**src/rtl/rotational_lut_fetch_y_pkg.sv**
```systemverilog
// Shared types, constants and helpers for the rotational-ensemble luma LUT fetch path.
package rot_ens_pkg;

  localparam int Q_MAX  = 6;
  localparam int W_LANE = 11;
  localparam int ADDR_W = 12;

  typedef enum logic [1:0] {
    ROT_R = 2'd0,
    ROT_L = 2'd1,
    ROT_U = 2'd2,
    ROT_D = 2'd3
  } rot_e;

  typedef enum logic [1:0] {
    ST_IDLE  = 2'd0,
    ST_ISSUE = 2'd1,
    ST_WAIT  = 2'd2,
    ST_DONE  = 2'd3
  } state_e;

  // Saturating 3-bit quantisation of an 8-bit luma sample (0..Q_MAX).
  function automatic logic [2:0] quant(input logic [7:0] p);
    return (p[7:5] > 3'(Q_MAX)) ? 3'(Q_MAX) : p[7:5];
  endfunction

  // Signed int8 LUT lane scaled by 4 into the W_LANE-bit output format.
  function automatic logic signed [W_LANE-1:0] lane_expand(input logic [7:0] b);
    return {{(W_LANE-10){b[7]}}, b, 2'b00};
  endfunction

endpackage

```
**src/rtl/rotational_lut_fetch_y_if.sv**
```systemverilog
// Patch input, SRAM read port and output bundle of the luma LUT fetch block.
interface rotational_lut_fetch_y_if;

  logic                                    in_valid;
  logic                                    in_ready;
  logic [7:0]                              p0, p1, p2, p3;
  logic                                    sram_rd_en;
  logic [rot_ens_pkg::ADDR_W-1:0]          sram_addr;
  logic [31:0]                             sram_rdata;
  logic                                    out_valid;
  logic                                    out_ready;
  logic signed [rot_ens_pkg::W_LANE-1:0]   out1_R, out2_R, out3_R, out4_R;
  logic signed [rot_ens_pkg::W_LANE-1:0]   out1_L, out2_L, out3_L, out4_L;
  logic signed [rot_ens_pkg::W_LANE-1:0]   out1_U, out2_U, out3_U, out4_U;
  logic signed [rot_ens_pkg::W_LANE-1:0]   out1_D, out2_D, out3_D, out4_D;

  // Block side
  modport slave (
    input  in_valid, p0, p1, p2, p3, sram_rdata, out_ready,
    output in_ready, sram_rd_en, sram_addr, out_valid,
    output out1_R, out2_R, out3_R, out4_R, out1_L, out2_L, out3_L, out4_L,
    output out1_U, out2_U, out3_U, out4_U, out1_D, out2_D, out3_D, out4_D
  );

  // Patch source / SRAM / consumer side
  modport master (
    output in_valid, p0, p1, p2, p3, sram_rdata, out_ready,
    input  in_ready, sram_rd_en, sram_addr, out_valid,
    input  out1_R, out2_R, out3_R, out4_R, out1_L, out2_L, out3_L, out4_L,
    input  out1_U, out2_U, out3_U, out4_U, out1_D, out2_D, out3_D, out4_D
  );

endinterface

```
**src/rtl/rotational_lut_fetch_y_rot_lut_index.sv**
```systemverilog
// Combinational rotated LUT address: quantise the 2x2 patch, permute per rotation, base-7 index.
module rot_lut_index
  import rot_ens_pkg::*;
#(
  parameter int LUT_BASE = 0
) (
  input  logic [7:0]        p0_i,
  input  logic [7:0]        p1_i,
  input  logic [7:0]        p2_i,
  input  logic [7:0]        p3_i,
  input  rot_e              rot_i,
  output logic [ADDR_W-1:0] addr_o
);

  logic [2:0] q [4];
  logic [2:0] a, b, c, d;

  // Quantise, reorder samples for the requested rotation, then form the index.
  always_comb begin
    q[0] = quant(p0_i);
    q[1] = quant(p1_i);
    q[2] = quant(p2_i);
    q[3] = quant(p3_i);
    a = q[0];
    b = q[1];
    c = q[2];
    d = q[3];
    case (rot_i)
      ROT_R: begin a = q[0]; b = q[1]; c = q[2]; d = q[3]; end
      ROT_L: begin a = q[3]; b = q[2]; c = q[1]; d = q[0]; end
      ROT_U: begin a = q[2]; b = q[0]; c = q[3]; d = q[1]; end
      ROT_D: begin a = q[1]; b = q[3]; c = q[0]; d = q[2]; end
      default: ;
    endcase
    addr_o = ADDR_W'(LUT_BASE) + ADDR_W'(a) * 12'd343 + ADDR_W'(b) * 12'd49
           + ADDR_W'(c) * 12'd7 + ADDR_W'(d);
  end

endmodule

```
**src/rtl/rotational_lut_fetch_y.sv**
```systemverilog
// Luma LUT fetch front end: accepts a 2x2 patch, issues R/L/U/D SRAM reads,
// unpacks each word into four lanes and presents the 16-value bundle.
module rotational_lut_fetch_y
  import rot_ens_pkg::*;
#(
  parameter int LUT_DEPTH = 3392,
  parameter int LUT_BASE  = 0,
  parameter int RD_LAT    = 1
) (
  input  logic clk,
  input  logic rst,
  rotational_lut_fetch_y_if.slave bus
);

  if (LUT_BASE + 2400 >= LUT_DEPTH) begin : g_bad_base
    $error("LUT_BASE places indices beyond LUT_DEPTH");
  end
  if (RD_LAT < 1 || RD_LAT > 3) begin : g_bad_lat
    $error("RD_LAT must be 1..3");
  end

  state_e                   state_q;
  logic                     in_ready_q;
  logic                     out_valid_q;
  logic                     rd_en_q;
  logic [ADDR_W-1:0]        addr_q;
  logic [1:0]               rot_q;
  logic [7:0]               p_q [4];
  logic [RD_LAT-1:0]        tv_q;
  logic [1:0]               tag_q [RD_LAT];
  logic signed [W_LANE-1:0] bank_q [4][4];

  logic [7:0]               sel_p [4];
  rot_e                     sel_rot;
  logic [ADDR_W-1:0]        idx_addr;
  logic                     d_cap;

  // Address source: the live inputs at accept (R read), the stored patch for later reads.
  always_comb begin
    if (state_q == ST_IDLE) begin
      sel_p   = '{bus.p0, bus.p1, bus.p2, bus.p3};
      sel_rot = ROT_R;
    end else begin
      sel_p   = p_q;
      sel_rot = rot_e'(rot_q + 2'd1);
    end
  end

  rot_lut_index #(.LUT_BASE(LUT_BASE)) u_index (
    .p0_i   (sel_p[0]),
    .p1_i   (sel_p[1]),
    .p2_i   (sel_p[2]),
    .p3_i   (sel_p[3]),
    .rot_i  (sel_rot),
    .addr_o (idx_addr)
  );

  assign d_cap = tv_q[RD_LAT-1] && (tag_q[RD_LAT-1] == 2'(ROT_D));

  // Control FSM; the R read is launched on the accept edge so reads span the 4 ISSUE cycles.
  always_ff @(posedge clk or posedge rst) begin
    if (rst) begin
      state_q     <= ST_IDLE;
      in_ready_q  <= 1'b1;
      out_valid_q <= 1'b0;
      rd_en_q     <= 1'b0;
      addr_q      <= '0;
      rot_q       <= '0;
      for (int unsigned i = 0; i < 4; i++) p_q[i] <= '0;
    end else begin
      case (state_q)
        ST_IDLE: begin
          if (bus.in_valid && in_ready_q) begin
            p_q        <= '{bus.p0, bus.p1, bus.p2, bus.p3};
            in_ready_q <= 1'b0;
            rd_en_q    <= 1'b1;
            addr_q     <= idx_addr;
            rot_q      <= 2'(ROT_R);
            state_q    <= ST_ISSUE;
          end
        end
        ST_ISSUE: begin
          if (rot_q == 2'(ROT_D)) begin
            rd_en_q <= 1'b0;
            state_q <= ST_WAIT;
          end else begin
            rot_q  <= rot_q + 2'd1;
            addr_q <= idx_addr;
          end
        end
        ST_WAIT: begin
          if (d_cap) begin
            out_valid_q <= 1'b1;
            state_q     <= ST_DONE;
          end
        end
        ST_DONE: begin
          if (bus.out_ready) begin
            out_valid_q <= 1'b0;
            in_ready_q  <= 1'b1;
            state_q     <= ST_IDLE;
          end
        end
        default: state_q <= ST_IDLE;
      endcase
    end
  end

  // Rotation tag pipe, aligned to SRAM read latency; reset drops in-flight reads.
  always_ff @(posedge clk or posedge rst) begin
    if (rst) begin
      tv_q <= '0;
      for (int unsigned i = 0; i < RD_LAT; i++) tag_q[i] <= '0;
    end else begin
      tv_q[0]  <= rd_en_q;
      tag_q[0] <= rot_q;
      for (int unsigned i = 1; i < RD_LAT; i++) begin
        tv_q[i]  <= tv_q[i-1];
        tag_q[i] <= tag_q[i-1];
      end
    end
  end

  // Unpack each returning word into the bank named by its tag.
  always_ff @(posedge clk or posedge rst) begin
    if (rst) begin
      for (int unsigned r = 0; r < 4; r++)
        for (int unsigned k = 0; k < 4; k++) bank_q[r][k] <= '0;
    end else if (tv_q[RD_LAT-1]) begin
      for (int unsigned k = 0; k < 4; k++)
        bank_q[tag_q[RD_LAT-1]][k] <= lane_expand(bus.sram_rdata[8*k +: 8]);
    end
  end

  assign bus.in_ready   = in_ready_q;
  assign bus.out_valid  = out_valid_q;
  assign bus.sram_rd_en = rd_en_q;
  assign bus.sram_addr  = addr_q;

  assign bus.out1_R = bank_q[0][0];
  assign bus.out2_R = bank_q[0][1];
  assign bus.out3_R = bank_q[0][2];
  assign bus.out4_R = bank_q[0][3];
  assign bus.out1_L = bank_q[1][0];
  assign bus.out2_L = bank_q[1][1];
  assign bus.out3_L = bank_q[1][2];
  assign bus.out4_L = bank_q[1][3];
  assign bus.out1_U = bank_q[2][0];
  assign bus.out2_U = bank_q[2][1];
  assign bus.out3_U = bank_q[2][2];
  assign bus.out4_U = bank_q[2][3];
  assign bus.out1_D = bank_q[3][0];
  assign bus.out2_D = bank_q[3][1];
  assign bus.out3_D = bank_q[3][2];
  assign bus.out4_D = bank_q[3][3];

endmodule

```
**src/flat_wrapper.sv**
```systemverilog
// flat-port wrapper written by rule: the top's interface ports become plain ports
module rotational_lut_fetch_y_flat import rot_ens_pkg::*;
#(
  parameter int LUT_DEPTH = 3392,
  parameter int LUT_BASE  = 0,
  parameter int RD_LAT    = 1
)
  (clk, rst, bus_in_valid, bus_p0, bus_p1, bus_p2, bus_p3, bus_sram_rdata, bus_out_ready, bus_in_ready, bus_sram_rd_en, bus_sram_addr, bus_out_valid, bus_out1_R, bus_out2_R, bus_out3_R, bus_out4_R, bus_out1_L, bus_out2_L, bus_out3_L, bus_out4_L, bus_out1_U, bus_out2_U, bus_out3_U, bus_out4_U, bus_out1_D, bus_out2_D, bus_out3_D, bus_out4_D);
  rotational_lut_fetch_y_if bus_i ();
  input  logic clk;
  input  logic rst;
  input wire logic [$bits(bus_i.in_valid)-1:0] bus_in_valid;
  input wire logic [$bits(bus_i.p0)-1:0] bus_p0;
  input wire logic [$bits(bus_i.p1)-1:0] bus_p1;
  input wire logic [$bits(bus_i.p2)-1:0] bus_p2;
  input wire logic [$bits(bus_i.p3)-1:0] bus_p3;
  input wire logic [$bits(bus_i.sram_rdata)-1:0] bus_sram_rdata;
  input wire logic [$bits(bus_i.out_ready)-1:0] bus_out_ready;
  output wire logic [$bits(bus_i.in_ready)-1:0] bus_in_ready;
  output wire logic [$bits(bus_i.sram_rd_en)-1:0] bus_sram_rd_en;
  output wire logic [$bits(bus_i.sram_addr)-1:0] bus_sram_addr;
  output wire logic [$bits(bus_i.out_valid)-1:0] bus_out_valid;
  output wire logic [$bits(bus_i.out1_R)-1:0] bus_out1_R;
  output wire logic [$bits(bus_i.out2_R)-1:0] bus_out2_R;
  output wire logic [$bits(bus_i.out3_R)-1:0] bus_out3_R;
  output wire logic [$bits(bus_i.out4_R)-1:0] bus_out4_R;
  output wire logic [$bits(bus_i.out1_L)-1:0] bus_out1_L;
  output wire logic [$bits(bus_i.out2_L)-1:0] bus_out2_L;
  output wire logic [$bits(bus_i.out3_L)-1:0] bus_out3_L;
  output wire logic [$bits(bus_i.out4_L)-1:0] bus_out4_L;
  output wire logic [$bits(bus_i.out1_U)-1:0] bus_out1_U;
  output wire logic [$bits(bus_i.out2_U)-1:0] bus_out2_U;
  output wire logic [$bits(bus_i.out3_U)-1:0] bus_out3_U;
  output wire logic [$bits(bus_i.out4_U)-1:0] bus_out4_U;
  output wire logic [$bits(bus_i.out1_D)-1:0] bus_out1_D;
  output wire logic [$bits(bus_i.out2_D)-1:0] bus_out2_D;
  output wire logic [$bits(bus_i.out3_D)-1:0] bus_out3_D;
  output wire logic [$bits(bus_i.out4_D)-1:0] bus_out4_D;
  assign bus_i.in_valid = bus_in_valid;
  assign bus_i.p0 = bus_p0;
  assign bus_i.p1 = bus_p1;
  assign bus_i.p2 = bus_p2;
  assign bus_i.p3 = bus_p3;
  assign bus_i.sram_rdata = bus_sram_rdata;
  assign bus_i.out_ready = bus_out_ready;
  assign bus_in_ready = bus_i.in_ready;
  assign bus_sram_rd_en = bus_i.sram_rd_en;
  assign bus_sram_addr = bus_i.sram_addr;
  assign bus_out_valid = bus_i.out_valid;
  assign bus_out1_R = bus_i.out1_R;
  assign bus_out2_R = bus_i.out2_R;
  assign bus_out3_R = bus_i.out3_R;
  assign bus_out4_R = bus_i.out4_R;
  assign bus_out1_L = bus_i.out1_L;
  assign bus_out2_L = bus_i.out2_L;
  assign bus_out3_L = bus_i.out3_L;
  assign bus_out4_L = bus_i.out4_L;
  assign bus_out1_U = bus_i.out1_U;
  assign bus_out2_U = bus_i.out2_U;
  assign bus_out3_U = bus_i.out3_U;
  assign bus_out4_U = bus_i.out4_U;
  assign bus_out1_D = bus_i.out1_D;
  assign bus_out2_D = bus_i.out2_D;
  assign bus_out3_D = bus_i.out3_D;
  assign bus_out4_D = bus_i.out4_D;
  rotational_lut_fetch_y #(.LUT_DEPTH(LUT_DEPTH), .LUT_BASE(LUT_BASE), .RD_LAT(RD_LAT)) u_core (.clk(clk), .rst(rst), .bus(bus_i));
endmodule
```
**config.mk**
```make
export PLATFORM = sky130hd
export DESIGN_NAME = rotational_lut_fetch_y_flat
export DESIGN_NICKNAME = d
export VERILOG_FILES = /design/src/rtl/rotational_lut_fetch_y_pkg.sv /design/src/rtl/rotational_lut_fetch_y_if.sv /design/src/rtl/rotational_lut_fetch_y_rot_lut_index.sv /design/src/rtl/rotational_lut_fetch_y.sv /design/src/flat_wrapper.sv
export SDC_FILE = /design/constraint.sdc
export NUM_CORES = 1
export LEC_CHECK = 0
export ABC_AREA = 1
export CORE_MARGIN = 4
export CORE_UTILIZATION = 25
export CTS_BUF_LIST = sky130_fd_sc_hd__clkbuf_4 sky130_fd_sc_hd__clkbuf_8
export DETAILED_ROUTE_END_ITERATION = 16
export GPL_ROUTABILITY_DRIVEN = 0
export MAX_ROUTING_LAYER = met4
export PLACE_DENSITY = 0.58
export SLEW_MARGIN = 10
export SYNTH_ARGS = -nofsm -noshare
export SYNTH_HDL_FRONTEND = slang
export SYNTH_HIERARCHICAL = 1
export SYNTH_SLANG_ARGS = --single-unit
```
**constraint.sdc**
```tcl
create_clock -name clk -period 8.83 [get_ports clk]
set_input_delay 2.649 -clock clk [delete_from_list [all_inputs] [get_ports clk]]
set_output_delay 2.649 -clock clk [all_outputs]
set_load 0.02 [all_outputs]
```
==> results.md <==
- Outcome: complete, no violations
- Antenna Cells: 0
- Req. time, crit path: 9190 ps
- Clock sink count: 162
- Multi-input logic area: 3300 sq um
- Final setup fails: 0
- Nets: 1241
- DR vias: 6648
- Post CTS Setup Buffer Count: 0
- Cts repair resizes: 0
- Wire per inst: 14.4 um
- Cell Count, Final, Fillers Out: 1571
- Yosys warns: 6
- Gr ovfl total: 0
- DPL Wire Length: 16.4 mm
- Hold Vio Cnt, Final: 0
- H-tree Lvls: 4
- Full die area: 36300 sq um
- Antenna violations before repair: 0
- CTS buffer count: 17
- Setup TNS Final: 0 ps
- Worst Skew: 17.5 ps
- Dpl cells: 1539
- Gr usage total: 0.127
- Routed wl met2: 10.9 mm
- Met3 WL: 1.46 mm
- Layout Utilization: 0.333
- Crit start category: input port
- Worst hold path class: reg -> reg
- Final Max Slew Viols: 0
- Worst Path Max Fanout: 6
- Die Span Y: 190 um
- R2R Setup Slk: 2820 ps
- Initial Utilization: 0.254
- Boundary pin count: 259
- First-pass GRT wire length: 35.6 mm
- Post-route ant nets: 0
- CP Capture Type: flop
- Die Wd: 190 um
- Area Overhead vs Synth: 30.9%
- Worst Tran Pin Value: 1050 ps
- CTS tree: yes
- Root Buffer: clkbuf_8
- Clk slew on worst S/H paths: 100 ps
- Port bufs: 206
- Largest net degree at the start of global routing: 85
- Via/cell ratio: 4.23
- Clock Latency Late Sink: 460 ps
- Max Freq: 140 MHz
- Tmin final: 7140 ps
- RSZ-0062 raised after global routing: false
- Core area: 32700 sq um
- Period utilization: 0.809
- Routed Wire Length: 22.7 mm
- Cells after Synth: 945
- Crit path kind: in -> reg
- Initial drt markers: 410
- Maximum clock path buffer count: 2
- Ratio of cells with drive above 1 in the final layout: 0.0496
- Number of remaining DRC errors: 0
- Relative slew slack: 0.297
- Vias in the first global route: 6656
- Top layer in use: met4
- Syn avg cell area: 8.80 sq um
- Wire length on met1: 10.1 mm
- Hold buffers post-CTS: 0
- Synth Cell Area: 8320 sq um
- Max cap viols: 0
- Final hold slack: 415 ps
- # fillers: 3432
- Router iterations before antenna repair: 5
- Register area: 4060 sq um
- Num rows: 66
- Worst Path Arrival: 7500 ps
==> worst max-delay path, stage by stage <==
cell and delay (ps):
clkdlybuf4s50_1 460, inv_1 50, o21ai_0 470, nand2_1 210
nand3_2 140, nand4_1 330, ha_1 480, inv_1 70
fa_1 540, inv_1 40, ha_1 270, inv_1 50
fa_1 530, inv_1 40, ha_1 360, nand2_1 110
a21oi_1 60, nor2_1 90, nand2_1 140, nand3_1 120
nand2_1 60, nand2_1 70, nand2_1 50, nand2_1 60
nand2_1 50
==> worst paths after layout <==
kind	start	end	cells past startpoint
min in group asynchronous	rst	u_core/bus.out4_U[8]	2
max reg2reg	u_core/state_q[1]	u_core/bus.sram_addr[9]	27
max in group asynchronous	rst	u_core/bus.out2_U[6]	3
min	u_core/rot_q[1]	u_core/tag_q[1]	0
min reg2reg	u_core/rot_q[1]	u_core/tag_q[1]	0
max	bus_p3[7]	u_core/bus.sram_addr[9]	25
==> area by class of cell <==
cell class,count,area share
well taps,442,0.0508
multi-input cells,596,0.303
repair buffers,211,0.193
clock inverters,13,0.0131
inverters,128,0.0446
clock buffers,19,0.0234
flip-flops and latches,162,0.372
==> placed cells by master (no fill, tap or decap), types with 3 or more instances in the layout <==
master	n
ha_1	39
nor2_1	17
nand3_1	20
clkbuf_8	18
buf_4	5
fa_1	18
inv_2	5
o221ai_1	4
a21oi_1	19
a31oi_1	3
clkdlybuf4s50_1	206
o21ai_0	158
clkinvlp_4	4
nand3_2	5
o21bai_1	3
inv_6	5
xor2_1	7
nand4_1	4
conb_1	32
nand2_1	246
inv_1	122
dfrtp_1	161
o22ai_1	3
==> metal layers <==
layer	vias to the layer above	GRT usage
met5	-	-
met4	0	0.0326
met3	15	0.0295
met2	211	0.214
met1	3175	0.155
li1	3247	-
==> sequential cells by signal, indices dropped and copies added (netlist names), 2 cells and up <==
register and cells:
u_core/bus.out4_D 8, u_core/bus.out2_D 8, u_core/bus.out1_D 8, u_core/bus.out2_R 8
u_core/bus.sram_addr 12, u_core/rot_q 2, u_core/bus.out3_D 8, u_core/bus.out1_L 8
u_core/state_q 2, u_core/bus.out4_U 8, u_core/bus.out4_L 8, u_core/bus.out4_R 8
u_core/bus.out2_L 8, u_core/tag_q 2, u_core/p_q 12, u_core/bus.out3_U 8
u_core/bus.out1_U 8, u_core/bus.out1_R 8, u_core/bus.out3_R 8, u_core/bus.out2_U 8
u_core/bus.out3_L 8
==> through the flow <==
step                      setup WS [ps]  area, sq um
final                              1690        10900
after global routing               1250        10900
after CTS                          1720        10900
after detailed placement           1210        10500
after global placement             1310        10500
after floorplan                    1810         8440
Power is left out: the tool's default activity adds up to more than one toggle a clock period on the data nets, which glitch-free logic cannot reach.
